## config.mk

```make
export PLATFORM = sky130hd
export DESIGN_NAME = uart_tx_prescaled
export DESIGN_NICKNAME = d
export VERILOG_FILES = /design/src/rtl/uart_pkg.sv /design/src/rtl/uart_tx_bit_timer.sv /design/src/rtl/uart_tx_prescaled.sv
export SDC_FILE = /design/constraint.sdc
export NUM_CORES = 1
export LEC_CHECK = 0
export BUFFER_PORTS_ARGS = -buffer_cell sky130_fd_sc_hd__buf_2
export CAP_MARGIN = 20
export CORE_ASPECT_RATIO = 0.8
export CORE_MARGIN = 3
export CORE_UTILIZATION = 55
export DETAILED_ROUTE_END_ITERATION = 8
export PLACE_DENSITY = 0.77
export SETUP_SLACK_MARGIN = 0.05
export SLEW_MARGIN = 40
export SYNTH_ARGS = -nofsm -noshare
export SYNTH_HDL_FRONTEND = slang
export SYNTH_SLANG_ARGS = --single-unit
```

## constraint.sdc

```tcl
create_clock -name CLK -period 2.88 [get_ports CLK]
set_input_delay 0.576 -clock CLK [delete_from_list [all_inputs] [get_ports CLK]]
set_output_delay 0.576 -clock CLK [all_outputs]
set_load 0.005 [all_outputs]
```

## src/rtl/uart_pkg.sv

```systemverilog
`default_nettype none
// ============================================================================
// Module   : uart_pkg
// Brief    : Shared types and constants for the prescaled UART transmitter.
// Revision : 1.0 - initial release
// ============================================================================
package uart_pkg;

    localparam int DATA_WIDTH = 8;

    localparam logic PAR_EVEN  = 1'b0;
    localparam logic PAR_ODD   = 1'b1;
    localparam logic START_BIT = 1'b0;
    localparam logic STOP_BIT  = 1'b1;

    typedef enum logic [2:0] {
        IDLE   = 3'd0,
        START  = 3'd1,
        DATA   = 3'd2,
        PARITY = 3'd3,
        STOP   = 3'd4
    } tx_state_e;

endpackage
`default_nettype wire

```

## src/rtl/uart_tx_bit_timer.sv

```systemverilog
`default_nettype none
// ============================================================================
// Module   : uart_tx_bit_timer
// Brief    : Bit-period counter; pulses o_bit_done on the last cycle of a bit.
// Revision : 1.0 - initial release
// ============================================================================
module uart_tx_bit_timer #(
    parameter int PRESCALE_WIDTH = 6
) (
    input  logic                      clk,
    input  logic                      rst_n,
    input  logic                      i_enable,
    input  logic [PRESCALE_WIDTH-1:0] i_eff,
    output logic                      o_bit_done
);

    localparam logic [PRESCALE_WIDTH-1:0] c_ONE = PRESCALE_WIDTH'(1);

    logic [PRESCALE_WIDTH-1:0] r_cnt;

    assign o_bit_done = i_enable && (r_cnt == (i_eff - c_ONE));

    // Held at zero while idle so a freshly launched frame starts its count at 0.
    always_ff @(posedge clk) begin
        if (!rst_n) begin
            r_cnt <= '0;
        end else if (!i_enable || o_bit_done) begin
            r_cnt <= '0;
        end else begin
            r_cnt <= r_cnt + c_ONE;
        end
    end

endmodule
`default_nettype wire

```

## src/rtl/uart_tx_prescaled.sv

```systemverilog
`default_nettype none
// ============================================================================
// Module   : uart_tx_prescaled
// Brief    : UART transmitter (start, 8 data LSB first, optional parity, stop),
//            each bit held for Prescale clocks. Option macro:
//            UART_TX_HOLD_BUF_EN adds a one-entry holding register.
// Revision : 1.0 - initial release
// ============================================================================
module uart_tx_prescaled #(
    parameter int DATA_WIDTH     = 8,
    parameter int PRESCALE_WIDTH = 6
) (
    input  logic                      CLK,
    input  logic                      RST,
    input  logic [DATA_WIDTH-1:0]     P_DATA,
    input  logic                      DATA_VALID,
    input  logic                      PAR_EN,
    input  logic                      PAR_TYP,
    input  logic [PRESCALE_WIDTH-1:0] Prescale,
    output logic                      TX_OUT,
    output logic                      Busy
);

    import uart_pkg::*;

    localparam int c_IDX_W = (DATA_WIDTH > 1) ? $clog2(DATA_WIDTH) : 1;

    tx_state_e                 r_state, w_state_next;
    logic [DATA_WIDTH-1:0]     r_shift, w_shift_next;
    logic [c_IDX_W-1:0]        r_idx, w_idx_next;
    logic                      r_par_en, w_par_en_next;
    logic                      r_par, w_par_next;
    logic [PRESCALE_WIDTH-1:0] r_eff, w_eff_next;
    logic                      r_tx, w_tx_next;
    logic                      r_busy, w_busy_next;
    logic                      w_bit_done;
    logic                      w_launch;

    logic                      w_src_valid;
    logic [DATA_WIDTH-1:0]     w_src_data;
    logic                      w_src_par_en;
    logic                      w_src_par_typ;
    logic [PRESCALE_WIDTH-1:0] w_src_prescale;

    // A new frame may launch from idle or on the final edge of a stop bit.
    assign w_launch = ((r_state == IDLE) || ((r_state == STOP) && w_bit_done)) && w_src_valid;

`ifdef UART_TX_HOLD_BUF_EN
    logic                      r_hold_full, w_hold_full_next;
    logic [DATA_WIDTH-1:0]     r_hold_data;
    logic                      r_hold_par_en;
    logic                      r_hold_par_typ;
    logic [PRESCALE_WIDTH-1:0] r_hold_prescale;
    logic                      w_hold_load;

    assign w_src_valid    = r_hold_full || DATA_VALID;
    assign w_src_data     = r_hold_full ? r_hold_data     : P_DATA;
    assign w_src_par_en   = r_hold_full ? r_hold_par_en   : PAR_EN;
    assign w_src_par_typ  = r_hold_full ? r_hold_par_typ  : PAR_TYP;
    assign w_src_prescale = r_hold_full ? r_hold_prescale : Prescale;

    // Inputs consumed directly by a launch never pass through the buffer.
    assign w_hold_load      = DATA_VALID && !r_hold_full && !w_launch;
    assign w_hold_full_next = r_hold_full ? !w_launch : w_hold_load;
    assign w_busy_next      = w_hold_full_next;

    always_ff @(posedge CLK) begin
        if (!RST) begin
            r_hold_full     <= 1'b0;
            r_hold_data     <= '0;
            r_hold_par_en   <= 1'b0;
            r_hold_par_typ  <= 1'b0;
            r_hold_prescale <= '0;
        end else begin
            r_hold_full <= w_hold_full_next;
            if (w_hold_load) begin
                r_hold_data     <= P_DATA;
                r_hold_par_en   <= PAR_EN;
                r_hold_par_typ  <= PAR_TYP;
                r_hold_prescale <= Prescale;
            end
        end
    end
`else
    assign w_src_valid    = DATA_VALID;
    assign w_src_data     = P_DATA;
    assign w_src_par_en   = PAR_EN;
    assign w_src_par_typ  = PAR_TYP;
    assign w_src_prescale = Prescale;
    assign w_busy_next    = (w_state_next != IDLE);
`endif

    uart_tx_bit_timer #(
        .PRESCALE_WIDTH (PRESCALE_WIDTH)
    ) u_bit_timer (
        .clk        (CLK),
        .rst_n      (RST),
        .i_enable   (r_state != IDLE),
        .i_eff      (r_eff),
        .o_bit_done (w_bit_done)
    );

    always_ff @(posedge CLK) begin
        if (!RST) begin
            r_state <= IDLE;
        end else begin
            r_state <= w_state_next;
        end
    end

    always_comb begin
        w_state_next  = r_state;
        w_shift_next  = r_shift;
        w_idx_next    = r_idx;
        w_par_en_next = r_par_en;
        w_par_next    = r_par;
        w_eff_next    = r_eff;
        w_tx_next     = STOP_BIT;

        case (r_state)
            IDLE: ;
            START: begin
                if (w_bit_done) w_state_next = DATA;
            end
            DATA: begin
                if (w_bit_done) begin
                    w_shift_next = r_shift >> 1;
                    if (r_idx == c_IDX_W'(DATA_WIDTH - 1)) begin
                        w_idx_next   = '0;
                        w_state_next = r_par_en ? PARITY : STOP;
                    end else begin
                        w_idx_next = r_idx + c_IDX_W'(1);
                    end
                end
            end
            PARITY: begin
                if (w_bit_done) w_state_next = STOP;
            end
            STOP: begin
                if (w_bit_done) w_state_next = IDLE;
            end
            default: w_state_next = IDLE;
        endcase

        if (w_launch) begin
            w_state_next  = START;
            w_shift_next  = w_src_data;
            w_idx_next    = '0;
            w_par_en_next = w_src_par_en;
            w_par_next    = (w_src_par_typ == PAR_ODD) ? ~^w_src_data : ^w_src_data;
            w_eff_next    = (w_src_prescale == '0) ? PRESCALE_WIDTH'(1) : w_src_prescale;
        end

        // The line register tracks the bit of the state being entered.
        case (w_state_next)
            START:   w_tx_next = START_BIT;
            DATA:    w_tx_next = w_shift_next[0];
            PARITY:  w_tx_next = w_par_next;
            default: w_tx_next = STOP_BIT;
        endcase
    end

    always_ff @(posedge CLK) begin
        if (!RST) begin
            r_shift  <= '0;
            r_idx    <= '0;
            r_par_en <= 1'b0;
            r_par    <= 1'b0;
            r_eff    <= PRESCALE_WIDTH'(1);
            r_tx     <= STOP_BIT;
            r_busy   <= 1'b0;
        end else begin
            r_shift  <= w_shift_next;
            r_idx    <= w_idx_next;
            r_par_en <= w_par_en_next;
            r_par    <= w_par_next;
            r_eff    <= w_eff_next;
            r_tx     <= w_tx_next;
            r_busy   <= w_busy_next;
        end
    end

    assign TX_OUT = r_tx;
    assign Busy   = r_busy;

endmodule
`default_nettype wire
```

==> run_results.csv, run 1 <==
group,metric,value,unit
clock_tree,postCtsHoldBufs,0,
clock_tree,clk_path_buf_depth,2,
synthesis,synthCells,165,
setup_path,critPathCaptureType,"register",
clock_tree,cts_tree,"yes",
hold_path,hp-class,"in2reg",
job,maxCapViolations,0,
power,peakVddDrop,0.438,mV
routing,drc,0,
setup_path,worstSetupPathType,"reg2reg",
timing,fmax,386,MHz
routing,routedWlPerCell,14.5,um
setup_path,required,3.10,ns
setup_path,arrival,2.81,ns
global_route,antenna_found_initial,0,
synthesis,yosysWarnings,0,
synthesis,async_flop_share,0,%
synthesis,syn_area,0.00161,mm2
cells_and_area,num_antenna_cells,0,
global_route,grt_max_degree,24,
global_route,grt_usage,21.3,%
power,leakagePower,0.854,nW
clock_tree,clkSinkCount,30,
routing,viasPerCell,5.62,
synthesis,avgSynthCellArea,9.74,um2
synthesis,yosysTopAreaCellShare,37.4,%
routing,ant_nets,0,
place,placedCellCount,216,
synthesis,ys.flop_type,"dfxtp_1",
power,powerDensity,857,mW/mm2
floorplanning,dieHeight,54.4,um
global_route,grt_pass1_wl,5.64,mm
synthesis,ys_ff_latch,30,
global_route,use_met3,5.34,%
synthesis,synthTopCellsByArea,"dfxtp_1 37%, mux2i_1 9.3%, xnor2_1 6.5%, o211a_1 4.4%, xor2_1 3.8%",
routing,num_vias,1259,
global_route,grt_pass1_vias,1223,
run_status,status,"finished, final reports clean",
timing,setup_viol,0,
place,port_buffers,20,
timing,finalClockSkew,0.00702,ns
global_route,overflow,0,
routing,dr.first_iter.drc_count,68,
setup_path,cp-start-kind,"register",
floorplanning,num_io_pins,21,
cells_and_area,nFillCells,214,
synthesis,syn-num-nets,188,
clock_tree,numCtsBuffers,5,
routing,dr.pass1.iters,4,
cells_and_area,syn2layout_area_growth,10.7,%
timing,final-max-slew-violation-count,0,
clock_tree,htree_levels,2,
timing,min_period,2.59,ns
synthesis,yosys.area.top_type,"dfxtp_1",
timing,rsz0062_at_grt,"no",
global_route,grt_busiest_layer,"met2",
global_route,gr-usage-met1,25.9,%
timing,worst_pin_slew,0.738,ns
place,place_hpwl,2.38,mm
setup_path,critPathMaxFanout,7,
floorplanning,start_util,61.8,%
global_route,use_met2,34.8,%
floorplanning,dieWidth,66.5,um
place,gp_congestion,0.935,
cells_and_area,fin_nets,210,
clock_tree,clkSlewWorstSetupHoldPaths,0.09,ns
synthesis,synth_edf_count,0,
synthesis,ys_types,40,
floorplanning,row_count,16,
clock_tree,clockRootBuffer,"clkbuf_4",
timing,setup_tns,0,ns
clock_tree,insertion_delay,0.35,ns
timing,slew_headroom,50.0,%
cells_and_area,instances_no_fill,224,
cells_and_area,drive_above_1_share,21.3,%
synthesis,ys_seq_area_share,37.4,%
routing,drt-total-wl,3.24,mm
cells_and_area,final_core_util,68.4,%
timing,fin_crit_sh,90.0,%
floorplanning,coreArea,0.00260,mm2
timing,hold_violations,0,
floorplanning,dieArea,0.00361,mm2
## cell type report
| class | count | area, um2 | share of cell area (%) |
|---|---|---|---|
| Clock buffer | 7 | 55.1 | 3.09 |
| Clock inverter | 1 | 5.00 | 0.281 |
| Inverter | 5 | 18.8 | 1.05 |
| Multi-Input combinational cell | 124 | 947 | 53.2 |
| Sequential cell | 30 | 601 | 33.8 |
| Tap cell | 36 | 45.0 | 2.53 |
| Timing Repair Buffer | 21 | 108 | 6.05 |
## through the flow
stage	instance area [um2]	hold slack [ns]	total power, W	setup WS, ns
final	1780	0.485	0.00153	0.288
after global routing	1780	0.500	0.00163	0.167
after CTS	1770	0.484	0.00151	0.237
after detailed placement	1710	0.474	0.00124	0.242
after global placement	1710	0.475	0.00121	0.377
after floorplan	1610	0.440	0.00112	0.627
## repair_timing
action / 4_1_cts / 5_1_grt
gates resized for setup: 0 / 1
endpoints found under the setup margin: 0 / 1
setup buffers: 0 / 0
## cells by family (layout without fill, tap and decap cells)
kind of cell,count (synthesis),after routing,share of synthesized area (%)
buffers and inverters,11,34,4.20
muxes,16,16,10.3
xor gates and xnor gates,19,19,10.4
and+or+nand+nor,57,57,17.9
DFF,30,30,37.4
AOI/OAI and AO/OA,28,28,16.8
adders and majority gates,4,4,3.11
## power breakdown
part           switching (W)  internal [W]
combinational       0.000365      0.000298
sequential         0.0000789      0.000511
clock               0.000154      0.000118
## routing by layer
layer	vias up	routed length, um
met1	586	1480
met3	9	204
met4	0	89
met2	43	1470
met5	-	0
li1	621	-
## cell usage in the layout (no fill, tap or decap), types with 7 or more instances in the layout
cell     netlist  routed
o211a_1        7       7
nand2_1       16      16
dfxtp_1       30      30
nor2_1        14      14
mux2i_1       15      15
nor2b_1        9       9
buf_2          0      20
xnor2_1       12      12
xor2_1         7       7
## worst paths after layout
kind                                                       from                              end  slack (ns)  cells past startpoint
worst max-delay path                      r_eff[0]$_SDFFE_PN1P_                TX_OUT$_SDFF_PN1_        0.29                      9
worst min-delay path                                     PAR_EN            r_par_en$_SDFFE_PN0P_        0.49                      3
worst max register to register            r_eff[0]$_SDFFE_PN1P_                TX_OUT$_SDFF_PN1_        0.29                      9
worst min register to register  u_bit_timer.r_cnt[0]$_SDFF_PP0_  u_bit_timer.r_cnt[0]$_SDFF_PP0_        0.50                      1
## flip-flops by register name, indices dropped and copies added, names as in the netlist
signal and cells:
TX_OUT 1, Busy 1, r_par 1, r_par_en 1, r_idx 3, r_state 3, r_eff 6, u_bit_timer.r_cnt 6
r_shift 8
## cell usage after synthesis (2+ instances only)
cell type,instances
clkbuf_1,2
inv_1,5
dfxtp_1,30
and3_1,2
xor2_1,7
mux2i_1,15
o211ai_1,2
o211a_1,7
xnor2_1,12
nor3_2,2
ha_1,4
a21oi_1,3
nor3_1,2
nand3_1,5
nor3b_1,2
buf_6,3
nor2b_1,9
nor2_1,14
nand2_1,16
and2_1,3
## worst max-delay path, stage by stage, from the launching register on
cell and delay (ns):
dfxtp_1 0.44, inv_1 0.07, ha_1 0.26, o21ba_2 0.23, a221oi_1 0.29, a41o_1 0.35
nand2_1 0.13, a31oi_1 0.40, and3_1 0.24, o211ai_2 0.07
(Power assumes the default switching activity.)
==> inputs of run 2 (changes only) <==
--- a/config.mk
+++ b/config.mk
@@ -12,7 +12,7 @@
 export CORE_UTILIZATION = 55
 export DETAILED_ROUTE_END_ITERATION = 8
 export PLACE_DENSITY = 0.77
-export SETUP_SLACK_MARGIN = 0.05
+export SETUP_SLACK_MARGIN = 0.5
 export SLEW_MARGIN = 40
 export SYNTH_ARGS = -nofsm -noshare
 export SYNTH_HDL_FRONTEND = slang
==> run 2 against run 1 <==
  * Sequential cell count unchanged
  * Sequential share of layout area down 1.5 points
  * Final cell count is 3.1% higher
  * Power rose by 5.9%
  * Sequential power up 2%
  * Combinational power is 13% higher
  * Via count rose by 2.3%
  * Utilization up 3.7 points
  * Clock power shrank 2%
  * Die area is the same
  * First-iteration DRC count increased by 97%
  * Critical path type unchanged
==> run_results.csv, run 2 (same netlist as run 1, synthesis figures left out) <==
group,metric,value,unit
routing,drt-total-wl,3.50,mm
setup_path,cp-start-kind,"register",
power,powerDensity,861,mW/mm2
timing,fin_ws,0.556,ns
clock_tree,clkSlewWorstSetupHoldPaths,0.09,ns
floorplanning,start_util,61.8,%
setup_path,cp_num_buf_inv,1,
setup_path,worstSetupPathType,"reg2reg",
setup_path,critical_path.max_stage_delay,0.38,ns
floorplanning,coreArea,0.00260,mm2
cells_and_area,layout_common_cells,"28 x dfxtp_1, 20 x buf_2, 16 x nand2_1",
clock_tree,postCtsHoldBufs,0,
timing,finalClockSkew,0.00644,ns
routing,viasPerCell,5.58,
power,leakagePower,0.887,nW
setup_path,worst-r2r-cell-count,9,
setup_path,cp-startpoint,"r_eff[0]$_SDFFE_PN1P_",
cells_and_area,final_common_cell,"dfxtp_1",
global_route,grt_usage,23.1,%
timing,worst_pin_slew,0.730,ns
setup_path,critPathCaptureType,"register",
timing,fmax,430,MHz
global_route,overflow,0,
clock_tree,insertion_delay,0.34,ns
floorplanning,num_io_pins,21,
clock_tree,clkSinkCount,30,
cells_and_area,reg_top3,"r_shift: 8 flops, r_eff: 6 flops, u_bit_timer.r_cnt: 6 flops",
routing,dr.pass1.iters,4,
timing,hold_violations,0,
cells_and_area,regMostFlops,"r_shift",
setup_path,path_cells,"inv_1 -> ha_1 -> xnor2_1 -> a221oi_2 -> a41o_2 -> a21oi_4 -> mux2_4 -> a21oi_2 -> o211ai_2",
timing,final-max-slew-violation-count,0,
clock_tree,clk_path_buf_depth,2,
cells_and_area,num_antenna_cells,0,
cells_and_area,syn2layout_area_growth,16.7,%
routing,routedWlPerCell,15.1,um
power,total_power,0.00162,W
place,dp_worst_setup_slack,0.242,ns
setup_path,required,3.09,ns
global_route,grt_max_degree,24,
clock_tree,clockRootBuffer,"clkbuf_4",
setup_path,arrival,2.53,ns
run_status,status,"finished, final reports clean",
floorplanning,dieArea,0.00361,mm2
timing,slew_headroom,50.6,%
place,gp_congestion,0.935,
timing,fin_crit_sh,80.7,%
cells_and_area,largest_reg_flops,8,
floorplanning,dieWidth,66.5,um
global_route,grt_pass1_vias,1317,
setup_path,r2r_start,"r_eff[0]$_SDFFE_PN1P_",
floorplanning,row_count,16,
setup_path,critical_path.slowest_cell,"dfxtp_4",
setup_path,critPathMaxFanout,7,
setup_path,reg2reg_to,"TX_OUT$_SDFF_PN1_",
timing,rsz0062_at_grt,"no",
setup_path,r2r_setup_slack,0.56,ns
routing,num_vias,1288,
global_route,grt_pass1_wl,6.11,mm
routing,dr.first_iter.drc_count,134,
hold_path,hp-class,"in2reg",
timing,min_period,2.32,ns
clock_tree,cts_tree,"yes",
cells_and_area,fin_nets,217,
routing,drc,0,
setup_path,cp-endpoint,"TX_OUT$_SDFF_PN1_",
setup_path,path_depth,9,
power,peakVddDrop,0.495,mV
setup_path,cp_top_family,"compound AO/OA/AOI/OAI gates",
clock_tree,numCtsBuffers,5,
cells_and_area,drive_above_1_share,27.7,%
place,port_buffers,20,
place,place_hpwl,2.38,mm
timing,setup_viol,0,
floorplanning,dieHeight,54.4,um
job,maxCapViolations,0,
routing,ant_nets,0,
timing,setup_tns,0,ns
global_route,antenna_found_initial,0,
clock_tree,htree_levels,2,
[run 2: how the worst min path moves through the flow]
stage / from / end / slack, ns / depth (start not counted)
finish: PAR_EN / r_par_en$_SDFFE_PN0P_ / 0.49 / 3
global route: P_DATA[3] / r_shift[3]$_SDFFE_PN0P_ / 0.50 / 2
CTS: PAR_EN / r_par_en$_SDFFE_PN0P_ / 0.48 / 3
detailed placement: u_bit_timer.r_cnt[0]$_SDFF_PP0_ / u_bit_timer.r_cnt[0]$_SDFF_PP0_ / 0.47 / 1
global placement: u_bit_timer.r_cnt[0]$_SDFF_PP0_ / u_bit_timer.r_cnt[0]$_SDFF_PP0_ / 0.47 / 1
floorplan: u_bit_timer.r_cnt[0]$_SDFF_PP0_ / u_bit_timer.r_cnt[0]$_SDFF_PP0_ / 0.44 / 1
[run 2: layer usage]
layer	vias to the layer above	global-route usage, %	share of wire [%]	wire, um
met5	-	0	0	0
met4	0	14.2	1.6	55
met3	6	6.16	7.1	247
met2	39	36.6	47	1660
met1	608	28.4	44	1540
li1	635	-	-	-
[run 2: final cells by class]
class	count	area (um2)
Multi-Input combinational cell	124	986
Fill cell	198	727
Sequential cell	30	606
Timing Repair Buffer	28	160
Clock buffer	7	55.1
Tap cell	36	45.0
Inverter	5	18.8
Clock inverter	1	5.00
[run 2: tightest hold or removal path, stage by stage]
cell and delay (ns):
buf_2 0.08, mux2i_1 0.05, nor2b_1 0.09
[run 2: where the power goes]
part           total, W  switching [W]  internal (W)
combinational  0.000748       0.000402      0.000346
sequential     0.000600      0.0000853      0.000515
clock          0.000267       0.000149      0.000118
total           0.00162       0.000636      0.000979
[run 2: through the flow]
step	instances	cell area [um2]	utilization (%)	hold slack (ns)
5_1_grt	231	1880	72.1	0.500
6_report	231	1880	72.1	0.489
3_3_place_gp	216	1710	65.8	0.475
4_1_cts	231	1850	71.0	0.484
2_1_floorplan	165	1610	-	0.440
3_5_place_dp	216	1710	65.8	0.474
[run 2: repair_timing]
| item | 4_1_cts | 5_1_grt |
|---|---|---|
| setup endpoints to repair | 17 | 18 |
| endpoints found under the hold margin | 0 | 0 |
| cloned | 0 | 0 |
| gates resized for setup | 4 | 7 |
| pin swaps | 1 | 1 |
| buffers inserted | 7 | 0 |
==> inputs of run 3 (changes only) <==
--- a/config.mk
+++ b/config.mk
@@ -5,13 +5,14 @@
 export SDC_FILE = /design/constraint.sdc
 export NUM_CORES = 1
 export LEC_CHECK = 0
+export ABC_AREA = 1
 export BUFFER_PORTS_ARGS = -buffer_cell sky130_fd_sc_hd__buf_2
 export CAP_MARGIN = 20
 export CORE_ASPECT_RATIO = 0.8
 export CORE_MARGIN = 3
-export CORE_UTILIZATION = 55
+export CORE_UTILIZATION = 51
 export DETAILED_ROUTE_END_ITERATION = 8
-export PLACE_DENSITY = 0.77
+export PLACE_DENSITY = 0.75
 export SETUP_SLACK_MARGIN = 0.5
 export SLEW_MARGIN = 40
 export SYNTH_ARGS = -nofsm -noshare
==> constraint.sdc (replaced) <==
create_clock -name CLK -period 1.9 [get_ports CLK]
set_input_delay 0.38 -clock CLK [delete_from_list [all_inputs] [get_ports CLK]]
set_output_delay 0.38 -clock CLK [all_outputs]
set_load 0.005 [all_outputs]
==> run 3 against run 2 <==
  * First-iteration DRC count fell by 8.2%
  * Largest power group is now sequential cells
  * Critical path depth rose by 3
  * Sequential cell count did not move
  * Clock skew fell by 0.0013 ns
  * Die area rose by 12%
  * Via count rose by 30%
  * The run now ends with setup timing left
==> run_results.csv, run 3 <==
group,metric,value,unit
run_status,status,"complete, but fails checks",
run_status,failed_checks,"setup timing",
setup_path,critical_path.max_stage_delay,0.34,ns
synthesis,async_flop_share,0,%
global_route,grt_pass1_vias,1411,
routing,num_vias,1674,
timing,hold-worst-slack,0.337,ns
cells_and_area,regMostFlops,"r_shift",
hold_path,hp-class,"in2reg",
global_route,grt_max_degree,14,
synthesis,yosys.area.top_type,"dfxtp_1",
cells_and_area,fin_nets,305,
synthesis,synth.most_common_cell,"nand2_1",
hold_path,hp-start,"Prescale[0]",
timing,setup_tns,-0.0384,ns
setup_path,cp-start-kind,"register",
setup_path,path_cells,"inv_2 -> ha_4 -> xnor2_1 -> nor2_1 -> nand3_2 -> nor2_4 -> inv_2 -> nand2_4 -> nand2_8 -> clkbuf_16 -> o21ai_2 -> nor2_1",
routing,viasPerCell,5.20,
clock_tree,insertion_delay,0.28,ns
cells_and_area,final_common_cell,"nand2_1",
synthesis,post_synth_and_or_nand_nor_area_fraction,34.3,%
synthesis,yosysTopAreaCellShare,35.5,%
synthesis,synthTopCellsByArea,"dfxtp_1 35%, nand2_1 15%, nand3_1 8.9%, inv_1 6.9%, nor2_1 4.4%",
cells_and_area,layout_common_cells,"58 x nand2_1, 28 x dfxtp_1, 28 x inv_1",
synthesis,synthAdderAreaFrac,2.95,%
timing,hold_violations,0,
routing,ant_nets,0,
synthesis,synth_top_family_by_area,"simple AND/OR/NAND/NOR gates",
global_route,antenna_found_initial,0,
cells_and_area,largest_reg_flops,8,
synthesis,ys_types,30,
setup_path,critPathMaxFanout,7,
global_route,grt_pass1_wl,6.12,mm
setup_path,worstSetupPathType,"reg2reg",
routing,dr.first_iter.drc_count,123,
timing,final-max-slew-violation-count,0,
clock_tree,cts_tree,"yes",
place,gp_congestion,0.840,
power,combinationalPowerShare,29.4,%
synthesis,ys_seq_area_share,35.5,%
setup_path,cp_top_family,"simple AND/OR/NAND/NOR gates",
timing,fmax,519,MHz
timing,slew_headroom,48.9,%
timing,min_period,1.93,ns
clock_tree,clkSinkCount,30,
power,leakagePower,1.02,nW
place,place_hpwl,2.79,mm
synthesis,ys.flop_type,"dfxtp_1",
job,maxCapViolations,0,
cells_and_area,reg_top3,"r_shift: 8 flops, r_eff: 6 flops, u_bit_timer.r_cnt: 6 flops",
floorplanning,coreArea,0.00313,mm2
synthesis,ys_ff_latch,30,
synthesis,synthMuxAreaShare,0,%
power,p_int,0.00135,W
clock_tree,clkSlewWorstSetupHoldPaths,0.06,ns
power,peakVddDrop,0.502,mV
timing,setup_viol,5,
routing,drt-total-wl,4.08,mm
routing,drc,0,
setup_path,required,2.07,ns
timing,finalClockSkew,0.00512,ns
setup_path,cp-startpoint,"r_eff[1]$_SDFFE_PN0P_",
floorplanning,row_count,18,
synthesis,synth_edf_count,0,
setup_path,critical_path.slowest_cell,"dfxtp_2",
clock_tree,htree_levels,2,
setup_path,cp_num_buf_inv,3,
synthesis,yosysWarnings,0,
power,swShare,30.5,%
routing,routedWlPerCell,12.7,um
clock_tree,numCtsBuffers,5,
synthesis,synth-compound-area-share,12.0,%
routing,dr.pass1.iters,4,
setup_path,critPathCaptureType,"register",
global_route,grt_usage,19.1,%
setup_path,r2r_start,"r_eff[1]$_SDFFE_PN0P_",
timing,worst_pin_slew,0.764,ns
cells_and_area,drive_above_1_share,31.9,%
cells_and_area,num_antenna_cells,0,
place,port_buffers,20,
power,clockPowerShare,33.5,%
setup_path,arrival,2.10,ns
floorplanning,dieWidth,70.4,um
synthesis,yosys-top-cells-count,"66 x nand2_1, 31 x inv_1, 30 x dfxtp_1, 30 x nand3_1, 20 x nor2_1",
clock_tree,clk_path_buf_depth,2,
floorplanning,dieArea,0.00405,mm2
timing,fin_crit_sh,101,%
floorplanning,dieHeight,57.6,um
power,powerDensity,883,mW/mm2
cells_and_area,nFillCells,248,
synthesis,synth_xor_area_share,4.14,%
global_route,overflow,0,
cells_and_area,syn2layout_area_growth,30.1,%
synthesis,synthCells,245,
synthesis,syn-num-nets,268,
power,pwr-share-seq,37.1,%
power,switchingPower,0.000594,W
floorplanning,start_util,54.1,%
clock_tree,clockRootBuffer,"clkbuf_8",
floorplanning,num_io_pins,21,
synthesis,avgSynthCellArea,6.91,um2
synthesis,syn_area,0.00169,mm2
timing,fin_ws,-0.0258,ns
timing,rsz0062_at_grt,"yes",
-- run 3: cell count changes after synthesis, sizes merged, moves of 4 or more --
cell / before / now
o21ai: 1 / 11
nor3: 4 / 0
inv: 5 / 34
nand3: 6 / 32
nor2: 14 / 23
o211a: 7 / 0
nor2b: 9 / 0
mux2i: 15 / 0
nand2: 16 / 69
a21oi: 5 / 12
a31oi: 1 / 6
xnor2: 12 / 4
-- run 3: final timing paths --
kind	slack, ns	depth (start not counted)	endpoint
setup / recovery	-0.03	12	r_shift[0]$_SDFF_PN0_
hold reg to reg	0.47	2	r_eff[5]$_SDFFE_PN0P_
hold / removal	0.34	3	r_eff[0]$_SDFFE_PN1P_
setup reg to reg	-0.03	12	r_shift[0]$_SDFF_PN0_
-- run 3: cell families (layout without fill, tap and decap cells) --
family | after synthesis | after routing
AOI/OAI and AO/OA | 32 | 32
buffers and inverters | 42 | 78
DFF | 30 | 30
adders and majority gates | 4 | 4
xor gates and xnor gates | 8 | 8
and+or+nand+nor | 129 | 130
-- run 3: power by group through the flow --
| stage | logic, W | registers, W | clock network (W) |
|---|---|---|---|
| floorplan | 0.000332 | 0.000728 | 0 |
| global placement | 0.000435 | 0.000732 | 0 |
| detailed placement | 0.000440 | 0.000732 | 0 |
| CTS | 0.000464 | 0.000719 | 0.000667 |
| global route | 0.000629 | 0.000727 | 0.000687 |
| finish | 0.000573 | 0.000721 | 0.000652 |
-- run 3: worst register-to-register path, stage by stage (launching register included) --
cell and delay [ns]:
dfxtp_2 0.34, inv_2 0.06, ha_4 0.23, xnor2_1 0.12, nor2_1 0.12, nand3_2 0.10
nor2_4 0.17, inv_2 0.08, nand2_4 0.13, nand2_8 0.11, clkbuf_16 0.21, o21ai_2 0.10
nor2_1 0.05
-- run 3: stage by stage --
step | utilization (%) | total power, W | setup WS, ns | cell area [um2] | cells
after global placement | 60.7 | 0.00117 | 0.0590 | 1900 | 305
after global routing | 70.4 | 0.00204 | -0.0977 | 2200 | 322
final | 70.4 | 0.00195 | -0.0258 | 2200 | 322
after floorplan | - | 0.00106 | 0.177 | 1740 | 245
after CTS | 65.3 | 0.00185 | 0.0687 | 2040 | 314
after detailed placement | 60.7 | 0.00117 | 0.0164 | 1900 | 305
-- run 3: area by class of cell --
type | count | area [um2] | share of cell area [%]
inverters | 35 | 139 | 6.30
multi-input cells | 174 | 1030 | 46.7
well taps | 40 | 50.0 | 2.27
flip-flops and latches | 30 | 603 | 27.4
clock inverters | 1 | 30.0 | 1.36
clock buffers | 6 | 82.6 | 3.75
repair buffers | 36 | 270 | 12.3
-- run 3: routing by layer --
metal	routed length, um	vias to the layer above	track usage, %
li1	-	856	-
met2	1800	42	26.8
met3	163	7	4.75
met1	2060	769	28.0
met4	60	0	7.38
met5	0	-	0
-- run 3: what timing repair did --
item,CTS,global route
buffers inserted,2,6
endpoints found under the setup margin,30,30
pin swaps,3,6
hold buffers,0,0
gates resized for setup,4,22
gates cloned,0,2
